### src/rtl/led_sched.sv
// LED event scheduler: round-robin accepts channel codes from four requesters,
// queues them in a 4-entry FIFO and shows each on an active-low LED bank for a timed hold plus gap.
module led_sched #(
  parameter int unsigned HOLD_US = 300000,
  parameter int unsigned GAP_US  = 50000
) (
  input  logic        clk_sys,
  input  logic        rst_n,
  input  logic        pluse_us,
  input  logic [3:0]  req,
  input  logic [15:0] req_ch,
  input  logic        clr,
  output logic [3:0]  ack,
  output logic [7:0]  led_ch_n,
  output logic        busy,
  output logic [2:0]  fifo_cnt,
  output logic        err_code
);

  localparam logic [19:0] HOLD_LAST = 20'(HOLD_US - 1);
  localparam logic [19:0] GAP_LAST  = 20'((GAP_US == 0) ? 0 : GAP_US - 1);
  localparam bit          HAS_GAP   = (GAP_US != 0);

  typedef enum logic [1:0] {S_IDLE, S_SHOW, S_GAP} state_t;

  state_t      state, state_nxt;
  logic [19:0] tick_cnt, tick_cnt_nxt;
  logic [7:0]  led_nxt;
  logic        pop;

  logic [3:0]  fifo_mem [4];
  logic [1:0]  wr_ptr, rd_ptr, rr_ptr;

  logic [3:0]  cand;
  logic        grant;
  logic [1:0]  grant_idx;
  logic [3:0]  grant_code;
  logic        code_ok;
  logic        push;

  // Requesters already acked this cycle are masked so a held req is not granted twice.
  always_comb begin
    cand      = req & ~ack;
    grant     = 1'b0;
    grant_idx = rr_ptr;
    for (int unsigned k = 0; k < 4; k++) begin
      if (!grant && cand[rr_ptr + 2'(k)]) begin
        grant     = 1'b1;
        grant_idx = rr_ptr + 2'(k);
      end
    end
    if (clr || fifo_cnt[2]) grant = 1'b0;
    grant_code = req_ch[{grant_idx, 2'b00} +: 4];
    code_ok    = (grant_code != 4'd0) && (grant_code <= 4'd8);
    push       = grant && code_ok;
  end

  always_comb begin
    state_nxt    = state;
    tick_cnt_nxt = tick_cnt;
    led_nxt      = led_ch_n;
    pop          = 1'b0;
    unique case (state)
      S_IDLE: begin
        if (fifo_cnt != 3'd0) begin
          pop          = 1'b1;
          state_nxt    = S_SHOW;
          tick_cnt_nxt = '0;
          led_nxt      = ~(8'd1 << 3'(fifo_mem[rd_ptr] - 4'd1));
        end
      end
      S_SHOW: begin
        if (pluse_us) begin
          if (tick_cnt == HOLD_LAST) begin
            tick_cnt_nxt = '0;
            led_nxt      = '1;
            state_nxt    = HAS_GAP ? S_GAP : S_IDLE;
          end else begin
            tick_cnt_nxt = tick_cnt + 20'd1;
          end
        end
      end
      S_GAP: begin
        if (pluse_us) begin
          if (tick_cnt == GAP_LAST) begin
            tick_cnt_nxt = '0;
            state_nxt    = S_IDLE;
          end else begin
            tick_cnt_nxt = tick_cnt + 20'd1;
          end
        end
      end
      default: begin
        state_nxt    = S_IDLE;
        tick_cnt_nxt = '0;
        led_nxt      = '1;
      end
    endcase
    if (clr) begin
      state_nxt    = S_IDLE;
      tick_cnt_nxt = '0;
      led_nxt      = '1;
      pop          = 1'b0;
    end
  end

  always_ff @(posedge clk_sys or negedge rst_n) begin
    if (!rst_n) begin
      state    <= S_IDLE;
      tick_cnt <= '0;
      led_ch_n <= '1;
    end else begin
      state    <= state_nxt;
      tick_cnt <= tick_cnt_nxt;
      led_ch_n <= led_nxt;
    end
  end

  always_ff @(posedge clk_sys) begin
    if (push) fifo_mem[wr_ptr] <= grant_code;
  end

  // The arbiter pointer deliberately survives clr; only reset rewinds it.
  always_ff @(posedge clk_sys or negedge rst_n) begin
    if (!rst_n) begin
      ack      <= '0;
      rr_ptr   <= '0;
      wr_ptr   <= '0;
      rd_ptr   <= '0;
      fifo_cnt <= '0;
      err_code <= 1'b0;
    end else begin
      ack <= grant ? (4'b0001 << grant_idx) : 4'b0000;
      if (grant) rr_ptr <= grant_idx + 2'd1;
      if (clr) begin
        wr_ptr   <= '0;
        rd_ptr   <= '0;
        fifo_cnt <= '0;
        err_code <= 1'b0;
      end else begin
        if (push) wr_ptr <= wr_ptr + 2'd1;
        if (pop) rd_ptr <= rd_ptr + 2'd1;
        if (grant && !code_ok) err_code <= 1'b1;
        fifo_cnt <= fifo_cnt + {2'b00, push} - {2'b00, pop};
      end
    end
  end

  assign busy = (state != S_IDLE) || (fifo_cnt != 3'd0);

endmodule
### config.mk
export PLATFORM = sky130hd
export DESIGN_NAME = led_sched
export DESIGN_NICKNAME = d
export VERILOG_FILES = /design/src/rtl/led_sched.sv
export SDC_FILE = /design/constraint.sdc
export NUM_CORES = 1
export LEC_CHECK = 0
export CORE_ASPECT_RATIO = 1.75
export CORE_MARGIN = 3
export CORE_UTILIZATION = 53
export DETAILED_ROUTE_END_ITERATION = 10
export HOLD_SLACK_MARGIN = 0.12
export PLACE_DENSITY = 0.76
export SLEW_MARGIN = 30
export SYNTH_ARGS = -nofsm -noshare
export SYNTH_HDL_FRONTEND = slang
export SYNTH_SLANG_ARGS = --single-unit
### constraint.sdc
create_clock -name clk_sys -period 10.1 [get_ports clk_sys]
set_input_delay 3.03 -clock clk_sys [delete_from_list [all_inputs] [get_ports clk_sys]]
set_output_delay 3.03 -clock clk_sys [all_outputs]
set_load 0.01 [all_outputs]
[Yosys cells after proc, flatten, opt, wreduce, memory -nomap -nowiden]
Memories as Yosys holds them, arrays and structs flattened.
Index checks and enable logic that the tools add are counted.
Word-level totals
  bits in registers: 44
  bits in latches: 0
  RAM bits: 16
  bits in read-only memories: 0
  output and inout bits: 17
  logic and storage cells: 111
  memories: 1
Memories
  fifo_mem: depth 4, width 4, read ports 1, clocked after Yosys merged registers in 0, wr ports 1, line 31  | logic [3:0] fifo_mem [4];
Operators by class
  add/sub/neg operators: 10
  $mul: 0
  divide/modulo/power cells: 0
  $lt $le $gt $ge: 5
  equal/unequal tests: 10
  shifts and indexed selects: 3
  multiplexer cells: 48
  bitwise operators: 3
  reductions and logical operators: 22
Operators with widths (number)
  $mux W20: 6
  $pmux W20 S3: 1
  $mux W8: 4
  $mux W2: 13
  $pmux W8 S3: 1
  $add A20 B1 Y20 const B: 1
  $eq A20 B16 Y1 const B: 1
  $eq A20 B19 Y1 const B: 1
  $mux W1: 16
  $shiftx A16 B5 Y4: 1
  $ne A3 B3 Y1 const B: 5
  $lt A2 B3 Y1 const B: 4
  $add A2 B1 Y2 const B: 4
  $bmux W1 S2: 4
  $not A8 Y8: 1
  $reduce_bool A2 Y1: 4
  $shl A1 B3 Y8 const A: 1
  $logic_and A1 B1 Y1: 6
  $pmux W2 S3: 1
  $reduce_and A5 Y1: 1
  $add A2 B2 Y2 const B: 2
  $and A4 B4 Y4: 1
  $le A4 B4 Y1 const B: 1
  $logic_not A1 Y1: 4
  16 further kinds: 17

[Longest topological paths before layout]
  word-level depth: 21
  gate-level depth with buffers: 15
  depth with buffers taken out: 15

[Worst setup path after synthesis]
No wires, ideal clock.
  path type: input to register
  start point: input req[1]
  end point: register fifo_cnt[2]
  setup time: 132 ps
  arrival time: 5810 ps
  data required time: 9968 ps
  path slack: 4159 ps
  stages: 14
  cell sequence: nor2b_1 > o21bai_4 > o311ai_0 > o211ai_2 > a222oi_1 > mux2_4 > inv_2 > ha_1 > inv_1 > ha_1 > inv_1 > fa_1 > xnor2_1 > nor2_1
Between the ends
  word-level cells in the longest chain between the ends: 20
  elaborated cells between the ends (all ways): 31
  classes of those cells: 2 x add/sub; 1 x order compare; 1 x shift; 17 x mux; 1 x bitwise; 9 x reduce/logical
Ends and longest elaborated chain
  start, declared: line 10  | input logic [3:0] req,
  $and A4 B4 Y4 (*): line 43  | cand = req & ~ack;
  $bmux W1 S2: line 47  | if (!grant && cand[rr_ptr + 2'(k)]) begin
  $mux W1 (not written as such): line 47
  $mux W1: line 47
  $logic_not A1 Y1: line 47
  $logic_and A1 B1 Y1: line 47
  $mux W1: line 47
  $logic_not A1 Y1: line 47
  [4 not listed]
  $mux W2: line 47
  $shiftx A16 B5 Y4: line 53  | grant_code = req_ch[{grant_idx, 2'b00} +: 4];
  $le A4 B4 Y1 / $reduce_bool A4 Y1 (equally long branches): line 54  | code_ok = (grant_code != 4'd0) && (grant_code <= 4'd8);
  $logic_and A1 B1 Y1: line 54
  $logic_and A1 B1 Y1 (*): line 55  | push = grant && code_ok;
  $add A3 B1 Y3 (*): line 144  | fifo_cnt <= fifo_cnt + {2'b00, push} - {2'b00, pop};
  $sub A3 B1 Y3 (*): line 144
  $mux W3 (*): line 135  | if (clr) begin
  end signal, assigned: line 144
  end, declared: line 16  | output logic [2:0] fifo_cnt,
Every way passes the cells marked *; elsewhere a longest branch is shown, timed or not. The select of a mux whose other input is x is not followed.
A chain may end at the register's enable or synchronous reset.

[Final worst setup path]
  start point: input req[3]
  end point: register fifo_cnt[2]
Same word-level chain as after synthesis.

==> reports/qor.yml <==
status:
  run_status: "complete, no violations"
grt:
  grt_start_max_net_pins: 45
  overflow: 0
  grt_pass1_vias: 2523
  grt_pass1_wl_um: 11200
  antenna_found_initial: 0
  track_usage: 0.206
floorplan:
  die_h_um: 108
  initial_utilization: 0.560
  die_x_um: 64.5
  dieArea_mm2: 0.00700
  row_count: 36
  core_area_mm2: 0.00568
  boundaryPins: 41
power:
  power.leakage_uw: 0.00152
  cellPowerDensity_mw_per_mm2: 241
  vdd_ir_drop_max_uv: 134
routing:
  routed_wl_um: 6320
  drt_iter0_drc: 110
  antenna_left: 0
  dr.pass1.iters: 4
  via_count: 2391
  viasPerCell: 5.69
  wire_per_inst_um: 15.0
  drc_errors: 0
placement:
  placed_area_mm2: 0.00365
  port_buffers: 40
  hpwl_um: 4880
  gp_congestion: 0.813
clock_tree:
  cts_inserted_buffers: 5
  postCtsSetupRepairBufs: 0
  post_cts_resized: 0
  cts_tree: "yes"
  cts.clk_slew.worst_paths_ns: 0.09
  cts_root_buf: "clkbuf_8"
  cts_buffer_depth: 2
  clock-sinks: 56
  clk_latency_ns: 0.31
  hold_buffers: 0
  htree_levels: 2
layout:
  ff_latch_area_mm2: 0.00147
  fill_cells: 479
  multi_input_area_mm2: 0.00160
  syn_to_final_growth_pct: 18.3
  final_cell_mix: "clkdlybuf4s50_1, dfrtp_1, nand2_1, nor2_1, inv_1"
  diodes: 0
  final_common_cell: "clkdlybuf4s50_1"
  layout-drive-gt1-share: 0.125
  nets: 383
  design_area_mm2: 0.00376
timing:
  worstMarginPinSlew_ns: 0.888
  finalSetupTns_ns: 0
  grt_setup_unrepaired: "no"
  fmax_mhz: 159
  skew_ns: 0.00409
  drv_slew: 0
  hold_viol: 0
  setup-violations-final: 0
  fin_crit_sh: 0.623
  period_needed_ns: 6.29
  maxSlewHeadroom: 0.406
setup_path:
  critPathCapture: "fifo_cnt[2]"
  rr_startpoint: "ack[2]"
  worstPathArrival_ns: 6.48
  rrSetupSlack_ns: 6.57
  worst_r2r_path_depth: 14
  setup.worst_path.start: "req[3]"
  required_ns: 10.29
  critPathLaunchType: "primary input"
  crit_type: "primary input to flop"
  cp_max_fo: 9
  regToRegEndpoint: "fifo_cnt[2]"
  end_kind: "flop"
synth:
  postSynthCellCount: 302
  syn-cell-area_mm2: 0.00318
  syn_nets: 342
  synth_flop_cell: "dfrtp_1"
  ys_seq_area_frac: 0.463
  syn_avg_cell_area_um2: 10.5
  synthDistinctLibCells: 59
  synth_seq_cells: 56
  ys_async_sr_fraction: 0.786
  synth-edff-count: 12
  yosys_warnings: 0
flow_run:
  maxCapViolCount: 0
min_path:
  hold_path_class: "flop to flop"
==> Yosys cell counts, types with 3 or more instances <==
cell | n | area, µm²
nor2b_1 | 4 | 25.0
inv_1 | 18 | 67.6
nand2_1 | 33 | 124
and2_1 | 13 | 81.3
dfrtp_1 | 36 | 901
mux2_2 | 8 | 90.1
clkbuf_1 | 7 | 26.3
o21ai_0 | 12 | 60.1
mux4_2 | 3 | 67.6
edfxtp_1 | 12 | 360
xor2_1 | 10 | 87.6
o311ai_0 | 8 | 70.1
xnor2_1 | 6 | 52.6
dfstp_2 | 8 | 210
and3_1 | 7 | 43.8
o41ai_1 | 3 | 26.3
nand3_1 | 11 | 55.1
nor2_1 | 27 | 101
nand4_1 | 4 | 25.0
o211ai_1 | 8 | 60.1
ha_1 | 15 | 188
==> sequential cells by signal, summed over array words and instances, names as in the netlist <==
register	count
fifo_cnt	3
ack	4
wr_ptr	2
rd_ptr	2
rr_ptr	2
err_code	1
state	2
fifo_mem	12
tick_cnt	20
led_ch_n	8
==> kinds of logic (layout without fill, tap and decap cells) <==
family,count (synthesis),count (layout),synth area share
fa+ha+maj,16,16,0.0654
compound gates,54,54,0.131
mux,14,14,0.0622
simple gates,118,118,0.201
xor+xnor,16,16,0.0441
buf+inv,28,70,0.0335
flops,56,56,0.463
==> critical path, cell delays in order <==
cell	delay, ns
clkdlybuf4s50_1	0.45
nor2b_4	0.25
nor3b_4	0.10
o311ai_0	0.43
o211ai_1	0.19
a222oi_1	0.53
mux2_4	0.37
inv_2	0.09
ha_1	0.22
inv_1	0.05
ha_1	0.13
inv_1	0.04
fa_1	0.37
xnor2_1	0.17
nor2_1	0.05
==> worst min-delay path by stage <==
stage / from / endpoint / slack, ns / cells past startpoint
final: tick_cnt[0] / tick_cnt[0] / 0.51 / 1
after global routing: tick_cnt[0] / tick_cnt[0] / 0.56 / 1
after CTS: tick_cnt[0] / tick_cnt[0] / 0.51 / 1
after detailed placement: tick_cnt[0] / tick_cnt[0] / 0.50 / 1
after global placement: tick_cnt[0] / tick_cnt[0] / 0.49 / 1
after floorplan: tick_cnt[0] / tick_cnt[0] / 0.47 / 1
==> power breakdown <==
part           switching [µW]  total, µW  internal, µW
registers                39.2        334           295
clock network            69.7        142          72.3
logic                     235        431           195
total                     344        907           562
==> stage by stage <==
| stage | utilization | setup slack (ns) | hold WS (ns) | power, µW | cells |
|---|---|---|---|---|---|
| 2_1_floorplan | - | 4.16 | 0.467 | 635 | 302 |
| 5_1_grt | 0.662 | 3.49 | 0.555 | 986 | 420 |
| 3_3_place_gp | 0.643 | 3.50 | 0.492 | 760 | 412 |
| 6_report | 0.662 | 3.81 | 0.511 | 907 | 420 |
| 4_1_cts | 0.662 | 3.80 | 0.513 | 918 | 420 |
| 3_5_place_dp | 0.644 | 3.45 | 0.496 | 772 | 412 |
==> per-layer routing <==
metal | up-vias | track usage | routed length [µm]
li1 | 1156 | - | -
met1 | 1175 | 0.213 | 2300
met2 | 48 | 0.387 | 3580
met3 | 12 | 0.0405 | 240
met4 | 0 | 0.103 | 193
met5 | - | 0 | 0
==> cell type report <==
cell class	instances	share of cell area
multi-input combinational	218	0.426
sequential	56	0.391
timing repair buffer	41	0.108
tap	76	0.0253
inverter	21	0.0213
clock buffer	5	0.0183
clock inverter	3	0.00999
No activity file was read; power rests on OpenSTA's default activity.
